**src/rtl/rca_serial_sub_if.sv**
```systemverilog
// Operand/result bundle for rca_serial_sub.
// Signals:
//   start  - request to begin a subtraction (master -> slave)
//   x, y   - minuend / subtrahend, n bits (master -> slave)
//   b_in   - borrow-in (master -> slave)
//   d      - registered difference of last completed operation (slave -> master)
//   b_out  - registered borrow-out of last completed operation (slave -> master)
//   busy   - operation in progress (slave -> master)
//   done   - one-cycle pulse marking a new valid d/b_out (slave -> master)
interface rca_serial_sub_if #(
    parameter int unsigned n = 4
);
    logic         start;
    logic [n-1:0] x;
    logic [n-1:0] y;
    logic         b_in;
    logic [n-1:0] d;
    logic         b_out;
    logic         busy;
    logic         done;

    modport master (
        output start, x, y, b_in,
        input  d, b_out, busy, done
    );

    modport slave (
        input  start, x, y, b_in,
        output d, b_out, busy, done
    );
endinterface

```
**src/rtl/rca_serial_sub.sv**
```systemverilog
// Bit-serial subtractor: one full-subtractor stage, one bit per clock, LSB first.
// Computes d = (x - y - b_in) mod 2^n and b_out = (x < y + b_in).
// Ports:
//   clk    - rising-edge clock
//   reset  - synchronous active-high reset
//   bus    - rca_serial_sub_if.slave (start, x, y, b_in in; d, b_out, busy, done out)
// Configuration:
//   RCA_SERIAL_SUB_CLAMP_EN - when defined, an underflowing result loads d = 0
//                             (b_out still reports the borrow).
module rca_serial_sub #(
    parameter int unsigned n = 4
) (
    input  logic              clk,
    input  logic              reset,
    rca_serial_sub_if.slave   bus
);

    localparam int unsigned CW = (n > 1) ? $clog2(n) : 1;

    typedef enum logic [1:0] {
        IDLE = 2'd0,
        RUN  = 2'd1,
        DONE = 2'd2
    } state_t;

    state_t        state_q, state_d;
    logic [n-1:0]  x_q, x_d;
    logic [n-1:0]  y_q, y_d;
    logic          b_q, b_d;
    logic [n-1:0]  res_q, res_d;
    logic [CW-1:0] cnt_q, cnt_d;
    logic [n-1:0]  d_q, d_d;
    logic          bout_q, bout_d;
    logic          busy_q, busy_d;
    logic          done_q, done_d;

    logic          diff_c;
    logic          b_next_c;
    logic [n-1:0]  res_shift_c;
    logic [n-1:0]  d_final_c;

    // State and datapath registers
    always_ff @(posedge clk) begin
        if (reset) begin
            state_q <= IDLE;
            x_q     <= '0;
            y_q     <= '0;
            b_q     <= 1'b0;
            res_q   <= '0;
            cnt_q   <= '0;
            d_q     <= '0;
            bout_q  <= 1'b0;
            busy_q  <= 1'b0;
            done_q  <= 1'b0;
        end else begin
            state_q <= state_d;
            x_q     <= x_d;
            y_q     <= y_d;
            b_q     <= b_d;
            res_q   <= res_d;
            cnt_q   <= cnt_d;
            d_q     <= d_d;
            bout_q  <= bout_d;
            busy_q  <= busy_d;
            done_q  <= done_d;
        end
    end

    // Full-subtractor on the current LSB; result bits enter at the MSB so the
    // word is aligned after n shifts.
    always_comb begin
        diff_c      = x_q[0] ^ y_q[0] ^ b_q;
        b_next_c    = (~x_q[0] & y_q[0]) | (~(x_q[0] ^ y_q[0]) & b_q);
        res_shift_c = res_q >> 1;
        res_shift_c[n-1] = diff_c;
`ifdef RCA_SERIAL_SUB_CLAMP_EN
        d_final_c   = b_next_c ? '0 : res_shift_c;
`else
        d_final_c   = res_shift_c;
`endif
    end

    // Next-state and datapath control
    always_comb begin
        state_d = state_q;
        x_d     = x_q;
        y_d     = y_q;
        b_d     = b_q;
        res_d   = res_q;
        cnt_d   = cnt_q;
        d_d     = d_q;
        bout_d  = bout_q;

        case (state_q)
            IDLE, DONE: begin
                state_d = IDLE;
                if (bus.start) begin
                    x_d     = bus.x;
                    y_d     = bus.y;
                    b_d     = bus.b_in;
                    res_d   = '0;
                    cnt_d   = '0;
                    state_d = RUN;
                end
            end
            RUN: begin
                // start is ignored here; operands already live in x_q/y_q
                x_d   = x_q >> 1;
                y_d   = y_q >> 1;
                b_d   = b_next_c;
                res_d = res_shift_c;
                cnt_d = cnt_q + CW'(1);
                if (cnt_q == CW'(n - 1)) begin
                    d_d     = d_final_c;
                    bout_d  = b_next_c;
                    state_d = DONE;
                end
            end
            default: begin
                state_d = IDLE;
            end
        endcase

        busy_d = (state_d == RUN);
        done_d = (state_d == DONE);
    end

    assign bus.d     = d_q;
    assign bus.b_out = bout_q;
    assign bus.busy  = busy_q;
    assign bus.done  = done_q;

endmodule

```
**src/flat_wrapper.sv**
```systemverilog
// flat-port wrapper written by rule: the top's interface ports become plain ports
module rca_serial_sub_flat 
#(
    parameter int unsigned n = 4
)
  (clk, reset, bus_start, bus_x, bus_y, bus_b_in, bus_d, bus_b_out, bus_busy, bus_done);
  rca_serial_sub_if #(.n(n)) bus_i ();
  input  logic clk;
  input  logic reset;
  input wire logic [$bits(bus_i.start)-1:0] bus_start;
  input wire logic [$bits(bus_i.x)-1:0] bus_x;
  input wire logic [$bits(bus_i.y)-1:0] bus_y;
  input wire logic [$bits(bus_i.b_in)-1:0] bus_b_in;
  output wire logic [$bits(bus_i.d)-1:0] bus_d;
  output wire logic [$bits(bus_i.b_out)-1:0] bus_b_out;
  output wire logic [$bits(bus_i.busy)-1:0] bus_busy;
  output wire logic [$bits(bus_i.done)-1:0] bus_done;
  assign bus_i.start = bus_start;
  assign bus_i.x = bus_x;
  assign bus_i.y = bus_y;
  assign bus_i.b_in = bus_b_in;
  assign bus_d = bus_i.d;
  assign bus_b_out = bus_i.b_out;
  assign bus_busy = bus_i.busy;
  assign bus_done = bus_i.done;
  rca_serial_sub #(.n(n)) u_core (.clk(clk), .reset(reset), .bus(bus_i));
endmodule
```
**config.mk**
```make
export PLATFORM = sky130hd
export DESIGN_NAME = rca_serial_sub_flat
export DESIGN_NICKNAME = d
export VERILOG_FILES = /design/src/rtl/rca_serial_sub_if.sv /design/src/rtl/rca_serial_sub.sv /design/src/flat_wrapper.sv
export SDC_FILE = /design/constraint.sdc
export NUM_CORES = 1
export LEC_CHECK = 0
export ABC_AREA = 1
export CAP_MARGIN = 10
export CORE_MARGIN = 2
export CORE_UTILIZATION = 45
export CTS_BUF_LIST = sky130_fd_sc_hd__clkbuf_8
export CTS_CLUSTER_DIAMETER = 30
export DETAILED_ROUTE_END_ITERATION = 10
export PLACE_DENSITY = 0.8
export SYNTH_ARGS = -nofsm -noshare
export SYNTH_HDL_FRONTEND = slang
export SYNTH_SLANG_ARGS = --single-unit
```
**constraint.sdc**
```tcl
create_clock -name clk -period 1.1 [get_ports clk]
set_input_delay 0.11 -clock clk [delete_from_list [all_inputs] [get_ports clk]]
set_output_delay 0.11 -clock clk [all_outputs]
set_load 0.03 [all_outputs]
```
# Word level (Yosys, flattened, before mapping)
# Cells that the tools add are included.
# op_classes
mux	13
eq_ne	6
bitwise	7
add_sub_neg	1
n_reduce_logical	5
# op_table
operator	n
$pmux W4 S2	3
$mux W4	3
$pmux W2 S2	2
$eq A2 B2 Y1 const B	3
$eq A2 B1 Y1 const B	2
$mux W2	2
$reduce_and A2 Y1	2
$add A2 B1 Y2 const B	1
$and A1 B1 Y1	2
$logic_not A2 Y1	1
$mux W1	2
$ne A2 B2 Y1 const B	1
$not A1 Y1	2
$pmux W1 S2	1
$reduce_bool A2 Y1	1
$reduce_or A2 Y1	1
$xor A1 B1 Y1	2
$or A1 B1 Y1	1
# totals
reg_bits	24
in_bits	12
wordCells	42
output_inout_bits	7

# Logic depth before layout (Yosys ltp)
# logic_depth
ltp_word	5
mapped_depth	7
depth_no_buf	6

# Least setup slack after synthesis
# Ideal clock, no wire load.
# synth_timing
path_type	reg-to-reg
startpoint	register u_core.y_q[0]
endpoint	register u_core.b_q
path_buffers	0
required_ns	1.036
slack_ns	-0.035
setup_ns	0.064
arrival_ns	1.071
path_stages_with_launch	7
synth_period_minus_slack_ns	1.135
path_cell_list	dfxtp_1 > inv_1 > fa_1 > nand3b_1 > nand2_1 > nor2_1 > nor2_1
# synth_between
elab_chain_cells	5
word_cells_on_any_way	6
cone_classes	mux: 1; bitwise: 5
# synth_rtl
element	line_no	text
start, declared	rca_serial_sub.sv:28	logic [n-1:0] y_q, y_d;
start signal, assigned	rca_serial_sub.sv:58	y_q <= y_d;
$xor A1 B1 Y1	rca_serial_sub.sv:73	b_next_c = (~x_q[0] & y_q[0]) | (~(x_q[0] ^ y_q[0]) & b_q);
$not A1 Y1	rca_serial_sub.sv:73	
$and A1 B1 Y1	rca_serial_sub.sv:73	
$or A1 B1 Y1 *	rca_serial_sub.sv:73	
$pmux W1 S2 *	rca_serial_sub.sv:94	case (state_q)
end signal, assigned	rca_serial_sub.sv:48	b_q <= 1'b0;
end signal, assigned	rca_serial_sub.sv:59	b_q <= b_d;
end, declared	rca_serial_sub.sv:29	logic b_q, b_d;
# Every way passes the cells marked *; elsewhere a longest branch is shown, timed or not.
# A chain may end at the register's enable or synchronous reset.

# Final worst setup path
# layout_timing
startpoint	register u_core.b_q
endpoint	register u_core.res_q[3]
# layout_between
elab_chain_cells	2
# layout_rtl
element	line_no	text
$xor A1 B1 Y1	rca_serial_sub.sv:72	diff_c = x_q[0] ^ y_q[0] ^ b_q;
named net u_core.diff_c	rca_serial_sub.sv:37	logic diff_c;
$pmux W4 S2	rca_serial_sub.sv:94	
end signal, assigned	rca_serial_sub.sv:60	res_q <= res_d;
end, declared	rca_serial_sub.sv:30	logic [n-1:0] res_q, res_d;
# The timed path passes the listed nets, and every way through them passes these cells.

==> flow_metrics.tcl <==
set metrics [dict create \
    dpl.hpwl_microns 1559 \
    post_drt_wl_per_cell_microns 11.35 \
    drv_cap 0 \
    syn_nets 136 \
    synth.distinct_cells 21 \
    tritoncts_num_sinks 23 \
    post-synth-top-area-cell "sky130_fd_sc_hd__dfxtp_1" \
    fp.coreArea_sq_um 2002 \
    max_clock_freq_mhz 829.0 \
    leakage_nw 0.5725 \
    timing.final.crit_share 1.097 \
    layout.core_utilization 0.6475 \
    drt-initial-drc-count 23 \
    final.setup.worst_slack_ps -106.3 \
    gp_congestion 0.8365 \
    power.share.sequential 0.528 \
    asyncSetResetFlopFracSynth 0 \
    cp.arrival_ps 1390 \
    worstPathCellList "inv_2 -> fa_2 -> nand2_1 -> a21oi_1" \
    final.setup.tns_ps -263.4 \
    groute.layer.met2.usage 0.2961 \
    pwr_density_cell_nw_per_um2 1330 \
    die_area_sq_um 2560 \
    critical-path-top-delay-family "adder cells" \
    relSlewSlack 0.8008 \
    clock_tree.htree_level_count 1 \
    postSynthRegisterBits 23 \
    vias 883 \
    drt_pass1_iterations 4 \
    fin_nets 166 \
    synth_flop_type "sky130_fd_sc_hd__dfxtp_1" \
    route.detailed.drc 0 \
    critPathLaunchType "register" \
    cp_slowest_cell "sky130_fd_sc_hd__fa_2" \
    combinationalPowerShare 0.184 \
    grt_overflow_total 0 \
    grt_util_all_layers 0.1753 \
    grt_pass1_vias 842 \
    crit_fanout 2 \
    cell_internal_power_dissipation_mw 1.285 \
    detail-route-antenna-nets 0 \
    floorplan.rows 16 \
    setup_viol 4 \
    cts_tree "built" \
    final.min_clock_period_ps 1206 \
    timing_worst_slew_pin_value_ps 299.9 \
    cts-root-buf "sky130_fd_sc_hd__clkbuf_8" \
    drive_gt1_frac 0.2384 \
    area_growth_pct 32.65 \
    post_synth_most_frequent_cells "23 x sky130_fd_sc_hd__dfxtp_1, 22 x sky130_fd_sc_hd__nand2_1, 18 x sky130_fd_sc_hd__nand3_1, 15 x sky130_fd_sc_hd__nor2_1, 11 x sky130_fd_sc_hd__inv_1" \
    worstSetupPathType "register to register" \
    cp_data_required_time_ps 1290 \
    slew_viol_final 0 \
    path_buf_inv 1 \
    grt_busiest_layer "met2" \
    switching_share 0.2550 \
    final_routed_wirelength_microns 2021 \
    ir_worst_vdd_v 0.0007999 \
    horizontal_die_dimension_microns 50.60 \
    p_clk_frac 0.287 \
    die_height_microns 50.60 \
    io_buffer_count 18 \
    ys_seq_area_frac 0.4712 \
    synthTopCellsByArea "sky130_fd_sc_hd__dfxtp_1 47%, sky130_fd_sc_hd__nand3_1 9.2%, sky130_fd_sc_hd__nand2_1 8.5%, sky130_fd_sc_hd__nor2_1 5.8%, sky130_fd_sc_hd__a21oi_1 5.1%" \
    synthesis.yosys.warnings 0 \
    synthMostInstantiatedCell "sky130_fd_sc_hd__dfxtp_1" \
    timing.clock.skew_ps 3.159 \
    clockBufferDepth 2 \
    timing_hold_violations_final 0 \
    edff_count_synth 0 \
    status "finished with violations" \
    cp_slowest_stage_delay_ps 580 \
    rsz0062_at_grt "yes" \
    vias_per_cell 4.961 \
    post_synth_instance_area_sq_um 977.2 \
    hold_path_depth 3 \
    grt_antenna_before_repair 0 \
    cts.clk_slew.worst_paths_ps 80 \
    global_route.usage.met1 0.2071 \
    avgSynthCellArea_sq_um 8.010 \
    number_of_antenna_repair_diodes 0 \
    floorplan.io_pins 19 \
    worstRegToRegCells 4 \
    use_met3 0.03274 \
    worst-path-stages 4 \
    net-switching-power_uw 439.7 \
    numCtsBuffers 3 \
    synth_largest_type_area_fraction 0.4712 \
    floorplan.initialDensity 0.4881 \
    grt_pass1_wl_microns 3394 \
    worst_hold_path_type "primary input to register" \
    post_synth_inst_count 122 \
    grt_max_degree 16 \
    setup.worst_path.end_class "register" \
    violated_checks "setup timing" \
    clock_insertion_delay_worst_skew_ps 260 \
]
==> flip-flops by register name (all words and copies together) (netlist names) <==
name	cells
u_core.bus.d	4
u_core.x_q	4
u_core.y_q	4
u_core.res_q	3
u_core.cnt_q	2
u_core.state_q	2
u_core.b_q	1
u_core.bus.b_out	1
u_core.bus.busy	1
u_core.bus.done	1
==> path summary, 6_finish.rpt <==
kind,slack (ps),to,from
min reg2reg,470,u_core.bus.d[0],u_core.bus.d[0]
min,410,u_core.x_q[3],bus_x[3]
max,-110,u_core.res_q[3],u_core.b_q
max reg2reg,-110,u_core.res_q[3],u_core.b_q
==> cells by family after synthesis <==
family          Yosys count  synth area share
compound gates           12           0.06146
buf+inv                  18           0.09602
fa+ha+maj                 2           0.03329
simple gates             67            0.3380
flops                    23            0.4712
==> tightest hold or removal path, cell delays in order <==
cell and delay, ps:
sky130_fd_sc_hd__clkdlybuf4s50_1 400, sky130_fd_sc_hd__nand2_1 60, sky130_fd_sc_hd__a21oi_1 50
==> routing by layer <==
| layer | up-vias | part of all wire |
|---|---|---|
| met5 | - | 0 |
| met1 | 408 | 0.45 |
| met2 | 20 | 0.49 |
| li1 | 451 | - |
| met4 | 0 | 0.020 |
| met3 | 4 | 0.038 |
==> through the flow <==
stage / instances / cell area, sq um / setup WS (ps) / power [mW] / hold WS [ps]
after CTS: 177 / 1277 / -107.8 / 1.721 / 408.8
after global placement: 173 / 1232 / -107.6 / 1.221 / 454.7
after floorplan: 122 / 978.4 / -18.41 / 1.113 / 256.2
after global routing: 178 / 1296 / -150.8 / 1.809 / 418.0
final: 178 / 1296 / -106.3 / 1.724 / 406.7
after detailed placement: 173 / 1232 / -159.1 / 1.231 / 460.3
==> repair_timing <==
action	4_1_cts	5_1_grt
buffers inserted	0	1
endpoints found under the setup margin	6	15
pin swaps	1	1
endpoints found under the hold margin	0	0
hold buffers	0	0
resized for setup	4	6
==> area by class of cell <==
cell class | count | area [sq um]
fill | 179 | 705.7
clock buffer | 3 | 41.29
multi-input combinational | 81 | 434.2
clock inverter | 1 | 3.754
sequential | 23 | 464.2
tap | 27 | 33.78
timing repair buffer | 29 | 260.3
inverter | 14 | 58.81
==> layout by cell type (no fill, tap or decap), types with 2 or more instances in the layout <==
cell | synthesis | routed
sky130_fd_sc_hd__a21oi_1 | 10 | 10
sky130_fd_sc_hd__clkbuf_8 | 0 | 3
sky130_fd_sc_hd__buf_4 | 1 | 15
sky130_fd_sc_hd__dfxtp_2 | 0 | 3
sky130_fd_sc_hd__clkdlybuf4s50_1 | 0 | 11
sky130_fd_sc_hd__dfxtp_1 | 23 | 20
sky130_fd_sc_hd__inv_1 | 11 | 10
sky130_fd_sc_hd__inv_2 | 1 | 3
sky130_fd_sc_hd__nor2_1 | 15 | 15
sky130_fd_sc_hd__nor3_1 | 6 | 6
sky130_fd_sc_hd__nand2_1 | 22 | 21
sky130_fd_sc_hd__nand3_1 | 18 | 18
sky130_fd_sc_hd__nand2_4 | 2 | 2
sky130_fd_sc_hd__dlygate4sd2_1 | 0 | 2
==> power groups by stage <==
stage / Combinational [mW] / Sequential (mW) / Clock (mW)
global route: 0.351 / 0.917 / 0.541
CTS: 0.306 / 0.909 / 0.506
detailed placement: 0.303 / 0.928 / 0
floorplan: 0.188 / 0.926 / 0
finish: 0.318 / 0.911 / 0.495
global placement: 0.295 / 0.926 / 0
No activity file was read; power rests on OpenSTA's default activity.
==> edit 1 (same settings) <==
The 3 states of `state_t` get a one-hot encoding in 3 bits.
--- a/src/rtl/rca_serial_sub.sv
+++ b/src/rtl/rca_serial_sub.sv
@@ -18,8 +18,8 @@
     localparam int unsigned CW = (n > 1) ? $clog2(n) : 1;
 
-    typedef enum logic [1:0] {
-        IDLE = 2'd0,
-        RUN  = 2'd1,
-        DONE = 2'd2
+    typedef enum logic [2:0] {
+        IDLE = 3'b001,
+        RUN  = 3'b010,
+        DONE = 3'b100
     } state_t;
 
Formal check against the unedited RTL: no difference found for any inputs over 10 cycles, from zero or initial values and one cycle with reset high; not proved beyond that.
==> edit 1 against the unedited design <==
The flow still finishes with violations (setup timing). Worst setup slack got worse by 61 ps. Design area grew 31%. Sequential cell count increased by 1. Clock skew is 1.8 ps lower. Wire length up 43%. Total power grew 24%. Area after synthesis increased by 7.9%. Hold slack better by 53 ps. Critical endpoint is now u_core.bus.d[3]. Largest cell class is now multi-input gates.
==> edit 1: results (changes against the unedited design) <==
\begin{tabular}{lr}
\hline
Metric & Value \\
\hline
\multicolumn{2}{l}{\textbf{Critical path}} \\
\quad Maximum fanout along the worst path & 6 (was 2) \\
\quad Endpoint of the most critical setup path & u\_core.bus.d[3] (was u\_core.res\_q[3]) \\
\quad Slowest cell on the critical path & dfxtp\_4 (was fa\_2) \\
\quad Kind of cell with the highest combined delay on the critical path & simple AND/OR/NAND/NOR gates (was adder cells) \\
\quad CP max stage delay & 370 ps (was 580 ps) \\
\quad Startpoint of the most critical register-to-register path & u\_core.state\_q[0] (was u\_core.b\_q) \\
\multicolumn{2}{l}{\textbf{Placement}} \\
\quad Area post-placement & 1325 sq um (was 1232 sq um) \\
\quad Weighted congestion at the end of routability-driven global placement & 0.7842 (was 0.8365) \\
\multicolumn{2}{l}{\textbf{Global route}} \\
\quad Overall global routing resource usage & 21.44\% (was 17.53\%) \\
\quad Via count of the first global-routing pass & 999 (was 842) \\
\quad Largest net degree at the start of global routing & 15 (was 16) \\
\quad GR met3 Demand/Resource & 4.571\% (was 3.274\%) \\
\quad Wire length of the first global-routing pass & 4.353 mm (was 3.394 mm) \\
\quad Met1 usage in global routing & 23.97\% (was 20.71\%) \\
\multicolumn{2}{l}{\textbf{Logic synthesis}} \\
\quad Net count of the mapped netlist & 153 (was 136) \\
\quad Sequential cell area fraction in the yosys report & 45.55\% (was 47.12\%) \\
\multicolumn{2}{l}{\textbf{Outcome}} \\
\quad Failing checks & setup timing (unchanged) \\
\quad Run status & complete, but fails checks (unchanged) \\
\multicolumn{2}{l}{\textbf{Detailed routing}} \\
\quad Final WL & 2.885 mm (was 2.021 mm) \\
\quad Vias per inst & 5.082 (was 4.961) \\
\multicolumn{2}{l}{\textbf{Finish}} \\
\quad Fraction of final layout cells sized beyond drive strength 1 & 46.11\% (was 23.84\%) \\
\quad Nets & 195 (was 166) \\
\multicolumn{2}{l}{\textbf{Power}} \\
\quad Clk pwr share & 36.2\% (was 28.7\%) \\
\multicolumn{2}{l}{\textbf{Timing}} \\
\quad Setup slack after layout & -167.7 ps (was -106.3 ps) \\
\quad \# setup viols final & 23 (was 4) \\
\multicolumn{2}{l}{\textbf{Clock tree}} \\
\quad CTS resizes & 22 (was 4) \\
\hline
\end{tabular}
edit 1: cell types whose count changed after synthesis, moves of 2 or more:
cell      delta
a21oi_1      -4
inv_1        +3
inv_2        +2
nand2_1     +14
nand2_2      +2
nand3_1      -8
nand3b_1     +4
nor2_1       +5
nor3_1       -6
o21ai_0      +2
o21ai_2      +3
edit 1: worst min-delay path by stage:
stage	start	endpoint	slack (ps)
floorplan	reset	u_core.b_q	180
CTS	bus_y[3]	u_core.y_q[3]	450
global placement	u_core.cnt_q[0]	u_core.cnt_q[0]	440
global route	bus_y[3]	u_core.y_q[3]	480
detailed placement	u_core.res_q[2]	u_core.bus.d[1]	460
finish	bus_y[3]	u_core.y_q[3]	460
edit 1: final cells by class:
| class | count | share of cell area (%) |
|---|---|---|
| repair inverters | 1 | 0.5147 |
| well taps | 28 | 2.059 |
| clock buffers | 3 | 2.426 |
| inverters | 17 | 4.926 |
| multi-input cells | 96 | 37.21 |
| repair buffers | 38 | 22.13 |
| flip-flops and latches | 24 | 28.97 |
| clock inverters | 1 | 1.765 |
edit 1: stage by stage:
stage | hold slack [ps] | setup TNS (ps) | utilization, % | instances
6_report | 459.9 | -2420 | 76.92 | 208
2_1_floorplan | 179.1 | 0 | - | 139
5_1_grt | 481.0 | -3832 | 76.92 | 208
3_3_place_gp | 444.7 | -4010 | 59.90 | 193
4_1_cts | 452.6 | -695.2 | 67.31 | 203
3_5_place_dp | 460.4 | -4942 | 59.90 | 193
edit 1: kinds of logic after synthesis:
| family | Yosys count | synth area share (%) |
|---|---|---|
| AOI/OAI and AO/OA | 14 | 7.711 |
| DFF | 24 | 45.55 |
| buffers and inverters | 21 | 9.609 |
| adders and majority gates | 2 | 3.084 |
| and+or+nand+nor | 78 | 34.05 |
==> edit 2 (same settings) <==
Without the edit above. Build with the macro `RCA_SERIAL_SUB_CLAMP_EN` defined.
--- a/src/rtl/rca_serial_sub.sv
+++ b/src/rtl/rca_serial_sub.sv
@@ -8,4 +8,6 @@
 //   RCA_SERIAL_SUB_CLAMP_EN - when defined, an underflowing result loads d = 0
 //                             (b_out still reports the borrow).
+`define RCA_SERIAL_SUB_CLAMP_EN
+
 module rca_serial_sub #(
     parameter int unsigned n = 4
Behaviour: not the same (a bounded check fails within 10 cycles, from zero or initial values and one cycle with reset high).
==> edit 2 against the unedited design <==
The flow still finishes with violations (setup timing). Final cell count down 1.1%. Clock skew shrank 1.2 ps. Via count grew 0.68%. Worst setup slack got worse by 37 ps. Wire length is 4.0% higher. Design area fell by 0.29%. Highest routed layer unchanged. Sequential cell count stayed put. Total power is 0.50% higher. Area after synthesis rose by 0.51%. Critical endpoint is now u_core.bus.d[3].
==> edit 2: results (changes against the unedited design) <==
\begin{tabular}{lr}
\hline
Metric & Value \\
\hline
\multicolumn{2}{l}{\textbf{Outcome}} \\
\quad Run status & complete, but fails checks (unchanged) \\
\quad Failing checks & setup timing (unchanged) \\
\multicolumn{2}{l}{\textbf{Finish}} \\
\quad Fraction of final layout cells sized beyond drive strength 1 & 26.85\% (was 23.84\%) \\
\quad Nets & 164 (was 166) \\
\quad Repair and plain buffers & 24 (was 29) \\
\quad Fraction of cell area in non-clock buffers & 16.46\% (was 20.08\%) \\
\quad \#MultiIn Comb & 84 (was 81) \\
\quad Share of cell area taken by flip-flops and latches & 36.01\% (was 35.81\%) \\
\quad Cell kind with the greatest summed area & multi-input gates (was flip-flops and latches) \\
\quad Clock tree cell share of total cell area & 3.485\% (was 3.475\%) \\
\multicolumn{2}{l}{\textbf{Logic synthesis}} \\
\quad Net count of the mapped netlist & 138 (was 136) \\
\quad Sequential cell area fraction in the yosys report & 46.88\% (was 47.12\%) \\
\quad Cell types occupying the most area after synthesis & dfxtp\_1 (47\%), nand3\_1 (9.7\%), nand2\_1 (8.0\%), a21oi\_1 (6.6\%), nor2\_1 (6.5\%) (was dfxtp\_1 (47\%), nand3\_1 (9.2\%), nand2\_1 (8.5\%), nor2\_1 (5.8\%), a21oi\_1 (5.1\%)) \\
\quad Arithmetic-cell share of the synthesized area counting full adders, half adders and majority gates & 3.312\% (was 3.329\%) \\
\multicolumn{2}{l}{\textbf{Global route}} \\
\quad GR met3 Demand/Resource & 2.976\% (was 3.274\%) \\
\quad Wire length of the first global-routing pass & 3.305 mm (was 3.394 mm) \\
\quad GR Util met2 & 29.82\% (was 29.61\%) \\
\quad Overall global routing resource usage & 17.30\% (was 17.53\%) \\
\multicolumn{2}{l}{\textbf{Detailed routing}} \\
\quad Average wire per standard cell & 11.94 um (was 11.35 um) \\
\quad First-pass iteration count of the detailed router & 5 (was 4) \\
\multicolumn{2}{l}{\textbf{Timing}} \\
\quad \# setup viols final & 6 (was 4) \\
\quad Setup\_tns & -425.9 ps (was -263.4 ps) \\
\quad Slew Limit Headroom & 80.10\% (was 80.08\%) \\
\quad Setup slack after layout & -143.7 ps (was -106.3 ps) \\
\multicolumn{2}{l}{\textbf{Critical path}} \\
\quad Data arrival time of the critical path & 1440 ps (was 1390 ps) \\
\quad Crit. Startpoint & u\_core.y\_q[0] (was u\_core.b\_q) \\
\multicolumn{2}{l}{\textbf{Placement}} \\
\quad \# placed instances & 172 (was 173) \\
\quad Post-Place Worst Slack & -158.7 ps (was -159.1 ps) \\
\multicolumn{2}{l}{\textbf{Power}} \\
\quad IR Drop Worst-Case VDD & 753.0 uV (was 799.9 uV) \\
\quad Leakage dissipation & 0.5342 nW (was 0.5725 nW) \\
\hline
\end{tabular}
==> edit 2: cell families (layout without fill, tap and decap cells) <==
kind of cell	Yosys count	after routing
AND/OR/NAND/NOR	68	68
flip-flops	23	23
buffers and inverters	17	42
AO/OA/AOI/OAI	14	14
adder cells (fa/ha/maj)	2	2
==> edit 2: critical path, cell delays in order (launching register included) <==
cell	delay, ps
dfxtp_2	340
inv_2	40
fa_2	580
nand3_2	80
a21oi_2	140
==> edit 2: per-layer routing <==
layer / routed length, um / part of all wire, %
met4: 38 / 1.8
met1: 871 / 41
met5: 0 / 0
met2: 1085 / 52
met3: 106 / 5.0
==> edit 2: repair_timing <==
action                                  CTS  global route
pin swaps                                 2             4
endpoints found under the setup margin   10            10
gates resized for setup                   2            15
==> edit 2: power breakdown <==
group / switching, W / internal, W
sequential: 0.0000357 / 0.000882
clock: 0.000249 / 0.000249
combinational: 0.000169 / 0.000149
total: 0.000454 / 0.00128
